<file path="src/rtl/data_cache_pkg.sv">
// Shared definitions for the direct-mapped write-back data cache.
package data_cache_pkg;

  localparam int MEM_DATA_WIDTH = 128;
  localparam int LINE_OFFSET_W  = 4;
  localparam int WORD_W         = 32;

  typedef enum logic [1:0] {
    IDLE      = 2'd0,
    COMPARE   = 2'd1,
    WRITEBACK = 2'd2,
    REFILL    = 2'd3
  } cache_state_e;

endpackage

</file>
<file path="src/rtl/data_cache_line_array.sv">
// Valid/dirty/tag/data storage: one combinational read port, one word-or-line write port.
// Word 0 sits in the most significant slice of the line to match main-memory ordering.
module cache_line_array
  import data_cache_pkg::*;
#(
  parameter int NUM_LINES  = 4,
  parameter int LINE_WIDTH = MEM_DATA_WIDTH,
  parameter int IDX_W      = 2,
  parameter int TAG_W      = 26
) (
  input  logic                  clk_i,
  input  logic                  reset_i,
  input  logic [IDX_W-1:0]      idx_i,
  output logic                  valid_o,
  output logic                  dirty_o,
  output logic [TAG_W-1:0]      tag_o,
  output logic [LINE_WIDTH-1:0] data_o,
  input  logic                  line_we_i,
  input  logic [TAG_W-1:0]      line_tag_i,
  input  logic [LINE_WIDTH-1:0] line_data_i,
  input  logic                  word_we_i,
  input  logic [1:0]            word_off_i,
  input  logic [WORD_W-1:0]     word_data_i
);

  localparam int WORDS = LINE_WIDTH / WORD_W;

  logic [NUM_LINES-1:0]  valid_q;
  logic [NUM_LINES-1:0]  dirty_q;
  logic [TAG_W-1:0]      tag_q  [NUM_LINES];
  logic [LINE_WIDTH-1:0] data_q [NUM_LINES];
  logic [LINE_WIDTH-1:0] merged_d;

  assign valid_o = valid_q[idx_i];
  assign dirty_o = dirty_q[idx_i];
  assign tag_o   = tag_q[idx_i];
  assign data_o  = data_q[idx_i];

  always_comb begin
    merged_d = data_q[idx_i];
    for (int w = 0; w < WORDS; w++) begin
      if (word_off_i == w[1:0]) merged_d[(WORDS-1-w)*WORD_W +: WORD_W] = word_data_i;
    end
  end

  always_ff @(posedge clk_i) begin
    if (reset_i) begin
      valid_q <= '0;
      dirty_q <= '0;
    end else if (line_we_i) begin
      valid_q[idx_i] <= 1'b1;
      dirty_q[idx_i] <= 1'b0;
    end else if (word_we_i) begin
      dirty_q[idx_i] <= 1'b1;
    end
  end

  // Tag and data carry no reset; the valid bit qualifies them.
  always_ff @(posedge clk_i) begin
    if (line_we_i) begin
      tag_q[idx_i]  <= line_tag_i;
      data_q[idx_i] <= line_data_i;
    end else if (word_we_i) begin
      data_q[idx_i] <= merged_d;
    end
  end

endmodule

</file>
<file path="src/rtl/data_cache.sv">
// Direct-mapped write-back, write-allocate data cache: hit responds 1 cycle after acceptance,
// misses write back a dirty victim then refill; cpu_ready is low whenever the FSM is busy.
module data_cache
  import data_cache_pkg::*;
#(
  parameter int NUM_LINES  = 4,
  parameter int LINE_WIDTH = MEM_DATA_WIDTH
) (
  input  logic                  clk,
  input  logic                  reset,
  input  logic                  cpu_req,
  input  logic                  cpu_we,
  input  logic [31:0]           cpu_addr,
  input  logic [31:0]           cpu_wdata,
  output logic                  cpu_ready,
  output logic                  cpu_rsp_valid,
  output logic [31:0]           cpu_rdata,
  output logic                  mem_req,
  output logic                  mem_we,
  output logic [31:0]           mem_addr,
  output logic [LINE_WIDTH-1:0] mem_wdata,
  input  logic [LINE_WIDTH-1:0] mem_rdata,
  input  logic                  mem_ready
);

  localparam int IDX_W = $clog2(NUM_LINES);
  localparam int TAG_W = 32 - LINE_OFFSET_W - IDX_W;
  localparam int WORDS = LINE_WIDTH / WORD_W;

  cache_state_e state_q, state_d;

  logic        req_we_q;
  logic [31:2] req_addr_q;
  logic [31:0] req_wdata_q;
  logic [31:0] rdata_q;

  logic [IDX_W-1:0] req_idx;
  logic [TAG_W-1:0] req_tag;
  logic [1:0]       req_off;

  logic                  arr_valid, arr_dirty;
  logic [TAG_W-1:0]      arr_tag;
  logic [LINE_WIDTH-1:0] arr_data;
  logic                  arr_line_we, arr_word_we;

  logic        hit;
  logic        accept;
  logic [31:0] hit_word;
  logic        unused_addr_lsb;

  assign unused_addr_lsb = ^cpu_addr[1:0];

  assign req_idx = req_addr_q[LINE_OFFSET_W +: IDX_W];
  assign req_tag = req_addr_q[31 -: TAG_W];
  assign req_off = req_addr_q[3:2];

  cache_line_array #(
    .NUM_LINES  (NUM_LINES),
    .LINE_WIDTH (LINE_WIDTH),
    .IDX_W      (IDX_W),
    .TAG_W      (TAG_W)
  ) u_lines (
    .clk_i       (clk),
    .reset_i     (reset),
    .idx_i       (req_idx),
    .valid_o     (arr_valid),
    .dirty_o     (arr_dirty),
    .tag_o       (arr_tag),
    .data_o      (arr_data),
    .line_we_i   (arr_line_we),
    .line_tag_i  (req_tag),
    .line_data_i (mem_rdata),
    .word_we_i   (arr_word_we),
    .word_off_i  (req_off),
    .word_data_i (req_wdata_q)
  );

  assign hit    = arr_valid && (arr_tag == req_tag);
  assign accept = cpu_req && cpu_ready;

  always_comb begin
    hit_word = '0;
    for (int w = 0; w < WORDS; w++) begin
      if (req_off == w[1:0]) hit_word = arr_data[(WORDS-1-w)*WORD_W +: WORD_W];
    end
  end

  always_ff @(posedge clk) begin
    if (reset) state_q <= IDLE;
    else       state_q <= state_d;
  end

  always_comb begin
    state_d = state_q;
    unique case (state_q)
      IDLE:      if (cpu_req) state_d = COMPARE;
      COMPARE:   if (hit) state_d = IDLE;
                 else if (arr_valid && arr_dirty) state_d = WRITEBACK;
                 else state_d = REFILL;
      WRITEBACK: if (mem_ready) state_d = REFILL;
      REFILL:    if (mem_ready) state_d = COMPARE;
      default:   state_d = IDLE;
    endcase
  end

  // The victim line is read from the array at the request index, so it stays stable through WRITEBACK.
  always_comb begin
    cpu_ready     = 1'b0;
    cpu_rsp_valid = 1'b0;
    mem_req       = 1'b0;
    mem_we        = 1'b0;
    mem_addr      = '0;
    mem_wdata     = '0;
    arr_word_we   = 1'b0;
    arr_line_we   = 1'b0;
    unique case (state_q)
      IDLE: cpu_ready = 1'b1;
      COMPARE: begin
        if (hit) begin
          cpu_rsp_valid = 1'b1;
          arr_word_we   = req_we_q;
        end
      end
      WRITEBACK: begin
        mem_req   = 1'b1;
        mem_we    = 1'b1;
        mem_addr  = {arr_tag, req_idx, {LINE_OFFSET_W{1'b0}}};
        mem_wdata = arr_data;
      end
      REFILL: begin
        mem_req     = 1'b1;
        mem_addr    = {req_tag, req_idx, {LINE_OFFSET_W{1'b0}}};
        arr_line_we = mem_ready;
      end
      default: ;
    endcase
  end

  always_ff @(posedge clk) begin
    if (reset) begin
      req_we_q    <= 1'b0;
      req_addr_q  <= '0;
      req_wdata_q <= '0;
      rdata_q     <= '0;
    end else begin
      if (accept) begin
        req_we_q    <= cpu_we;
        req_addr_q  <= cpu_addr[31:2];
        req_wdata_q <= cpu_wdata;
      end
      if (cpu_rsp_valid && !req_we_q) rdata_q <= hit_word;
    end
  end

  assign cpu_rdata = (cpu_rsp_valid && !req_we_q) ? hit_word : rdata_q;

endmodule

</file>
<file path="config.mk">
export PLATFORM = sky130hd
export DESIGN_NAME = data_cache
export DESIGN_NICKNAME = d
export VERILOG_FILES = /design/src/rtl/data_cache_pkg.sv /design/src/rtl/data_cache_line_array.sv /design/src/rtl/data_cache.sv
export SDC_FILE = /design/constraint.sdc
export NUM_CORES = 1
export LEC_CHECK = 0
export BUFFER_PORTS_ARGS = -buffer_cell sky130_fd_sc_hd__buf_4
export CAP_MARGIN = 20
export CORE_AREA = 8 8 293 295
export CTS_CLUSTER_SIZE = 25
export DETAILED_ROUTE_END_ITERATION = 16
export DIE_AREA = 0 0 301 303
export HOLD_SLACK_MARGIN = 0.08
export PLACE_DENSITY = 0.57
export SLEW_MARGIN = 20
export SYNTH_ARGS = -nofsm -noshare
export SYNTH_HDL_FRONTEND = slang
export SYNTH_SLANG_ARGS = --single-unit
</file>
<file path="constraint.sdc">
create_clock -name clk -period 26 [get_ports clk]
set_clock_uncertainty 0.2 [all_clocks]
set_input_delay 2.6 -clock clk [delete_from_list [all_inputs] [get_ports clk]]
set_output_delay 2.6 -clock clk [all_outputs]
set_load 0.05 [all_outputs]
</file>
==> impl_results.md <==
- CTS tree: done
- Ys async rst share: 0%
- Synth Warn #: 0
- Post-cts resize count: 0
- Fin Setup TNS: 0 ps
- Worst Setup EP: cpu_rdata[1]
- Maximum Capacitance Violations: 0
- Worst Path Arrival: 5530 ps
- Global Route met1 Usage: approximately a quarter
- Crit path max-delay family: simple AND/OR/NAND/NOR gates
- Sequential area share after synthesis: about 64%
- Crit path top cell by count: buf_4
- Core area: 0.0812 mm^2
- R2R setup slack: 19040 ps
- Final worst-path cycle share: between 30% and 40%
- DRC viols: 0
- Clock Latency Late Sink: 610 ps
- Crit path buffers/inverters: 2
- Synth Instances: around 2000
- Rel. slew slack: 26.5%
- Min-Delay Path Class: reg2reg
- Final Slew Violations: 0
- Root Driver: clkbuf_16
- Peak supply drop: 0.0435 mV
- Die Y: approximately 300 um
- Share of layout cells above drive strength 1: 36.4%
- Total CTS buffers: 80
- Kind of critical path: reg2out
- Final Hold Viols: 0
- Core Util, Final: 47.4%
- Via count: 19100
- Initial antenna violation count: 6
- DIE WIDTH: ~300 um
- Largest net degree at the start of global routing: ~130
- Routability cong.: 0.827
- Worst-path clk slew: 60 ps
- Count of state elements after synthesis: 723
- Cell depth of the worst setup path: 9
- Fillers: about 7100
- Met3 Track Usage GR: 4.09%
- Routed wire length: 94400 um
- Synth Flop Type: edfxtp_1
- Synth unique cells: 52
- Detailed Route Iter0 Violations: 1422
- Post-Syn Area per Cell: 16.3 um^2
- Number of global-route vias before repair: 20000
- CP startpoint kind: flop
- RR Endpoint: u_lines.data_q[3][21]$_DFFE_PP_
- Min Tclk post-route: around 8300 ps
- Die area: 0.0912 mm^2
- Crit. End Element: output pin
- Cell accounting for the most synthesized area: edfxtp_1
- Wirelength per Cell: between 20 and 30 um
- Clk buf depth: 3
- Status: complete, no violations
- CP peak stage delay: 900 ps
- Sink Count: 723
- Worst path slowest cell: dfxtp_4
- FF+latch area: between 0.02 and 0.025 mm^2
- M2 GR Usage: 33.9%
- Req. time, crit path: between 20000 and 25000 ps
- Fmax: roughly 120 MHz
- Placement row count: 105
- Final setup fails: 0
- # H-tree levels: 3
- RSZ-0062 raised after global routing: false
- Pwr/cell area: between 70 and 80 mW/mm^2
- Synth top area cells: edfxtp_1, mux4_2, dfxtp_1, mux2_2, mux2_1
- Pleak: 13.3 nW
- Critical path fanouts, max: 45
- Hold slack: roughly 260 ps
- Dpl hpwl: about 57000 um
- Post-DRT Antenna Nets: 0
- Multi-input logic area: 0.0107 mm^2
- Yosys top cell area share: just under 60%
- Initial Utilization: between 30% and 40%
- Total Routing Usage GR: 20.2%
- Measured slew at the worst slew-check pin: 1100 ps
- Gr busiest metal: met2
- Gr ovfl total: 0
- Routed vias/inst: 5.52
- Nets: 2524
- First-pass GRT wire length: roughly 140000 um
- Commonest cells after routing, fill and taps aside: edfxtp_1, buf_4, nand2_1
- Final WS setup: between 15000 and 20000 ps
- Buffers on Ports: 386
- Most common cell after layout, fill and taps aside: edfxtp_1
- Area growth syn-to-layout: 20.1%
- R2r worst-path depth: 10
- TritonRoute pass-1 iters: 5
- Setup Buffers After CTS: 0
- Post-CTS Hold Fix Bufs: 0
- CP cell instances: buf_4, mux4_2, xnor2_1, o211ai_1, nor4b_2, nand4_4, o21ai_0, nand2_1, buf_4
- Dpl ws: 18120 ps
- I/O Pins: 393
- Post-synth EDFFs: 616
- Syn Std Cell Area: 0.0320 mm^2
-- metal layers --
| metal | up-vias | wire length (um) |
|---|---|---|
| met2 | 656 | 47100 |
| met3 | 115 | 6080 |
| met1 | 9969 | 39400 |
| met4 | 0 | 1810 |
| met5 | - | 0 |
| li1 | 8363 | - |
-- power breakdown --
group | internal (W) | switching [W]
clock network | 0.000648 | 0.000452
registers | 0.00128 | 0.0000312
logic | 0.000164 | 0.000248
total | 0.00209 | 0.000731
-- worst min-delay path by stage --
stage               startpoint  endpoint  slack, ps  depth (start not counted)
finish                    flop      flop        260                          2
global route              flop      flop        290                          2
CTS                       flop      flop        260                          2
detailed placement        flop      flop        240                          2
global placement          flop      flop        230                          2
floorplan                 flop      flop        220                          2
-- cell usage after synthesis (10+ instances only) --
cell / instances
nor2_1: 22
nand3_1: 50
nand4_1: 11
clkbuf_1: 84
mux4_2: 181
buf_2: 21
o21ai_0: 36
buf_12: 10
xnor2_1: 18
edfxtp_1: 616
and2_1: 129
a21oi_1: 97
dfxtp_1: 107
mux2i_1: 21
buf_1: 12
mux2_1: 125
nand2_1: 186
a22o_1: 20
mux2_2: 132
inv_1: 10
-- kinds of logic (layout without fill, tap and decap cells) --
kind of cell | count (synthesis) | in the layout | share of synthesized area (%)
xor gates and xnor gates | 21 | 21 | 0.574
and+or+nand+nor | 427 | 427 | 6.58
muxes | 459 | 459 | 22.4
AOI/OAI and AO/OA | 178 | 178 | 3.30
adders and majority gates | 4 | 4 | 0.156
buffers and inverters | 149 | 571 | 2.56
DFF | 723 | 723 | 64.4
other | 1 | 10 | 0.0117
-- flip-flops by register name (all words and copies together) (netlist names), named ones only --
register / cells
u_lines.tag_q: 104
req_addr_q: 30
rdata_q: 32
req_we_q: 1
req_wdata_q: 32
u_lines.data_q: 512
u_lines.valid_q: 4
state_q: 2
-- stage by stage --
stage                     cell area, um^2  total power, W  std cells
after detailed placement            35900         0.00175       3310
final                               38500         0.00282       3463
after global routing                38500         0.00292       3457
after CTS                           38400         0.00285       3456
after global placement              35900         0.00174       3310
after floorplan                     32100         0.00159       1965
-- worst register-to-register path, cell delays in order (launching register included) --
cell and delay [ps]:
dfxtp_4 900, buf_4 740, mux4_2 680, xnor2_1 290, o211ai_1 160, nor4b_2 420
and4_2 270, buf_4 530, nand2_1 490, o21bai_4 850, buf_4 890
-- area by class of cell --
class                   instances  share of cell area [%]
diodes                          6                  0.0390
well taps                    1070                    3.48
inverters                      10                  0.0976
clock inverters                36                   0.777
repair buffers                415                    8.21
multi-input cells            1093                    27.9
clock buffers                 110                    5.87
flip-flops and latches        723                    53.7
No activity file was read; power rests on OpenSTA's default activity.
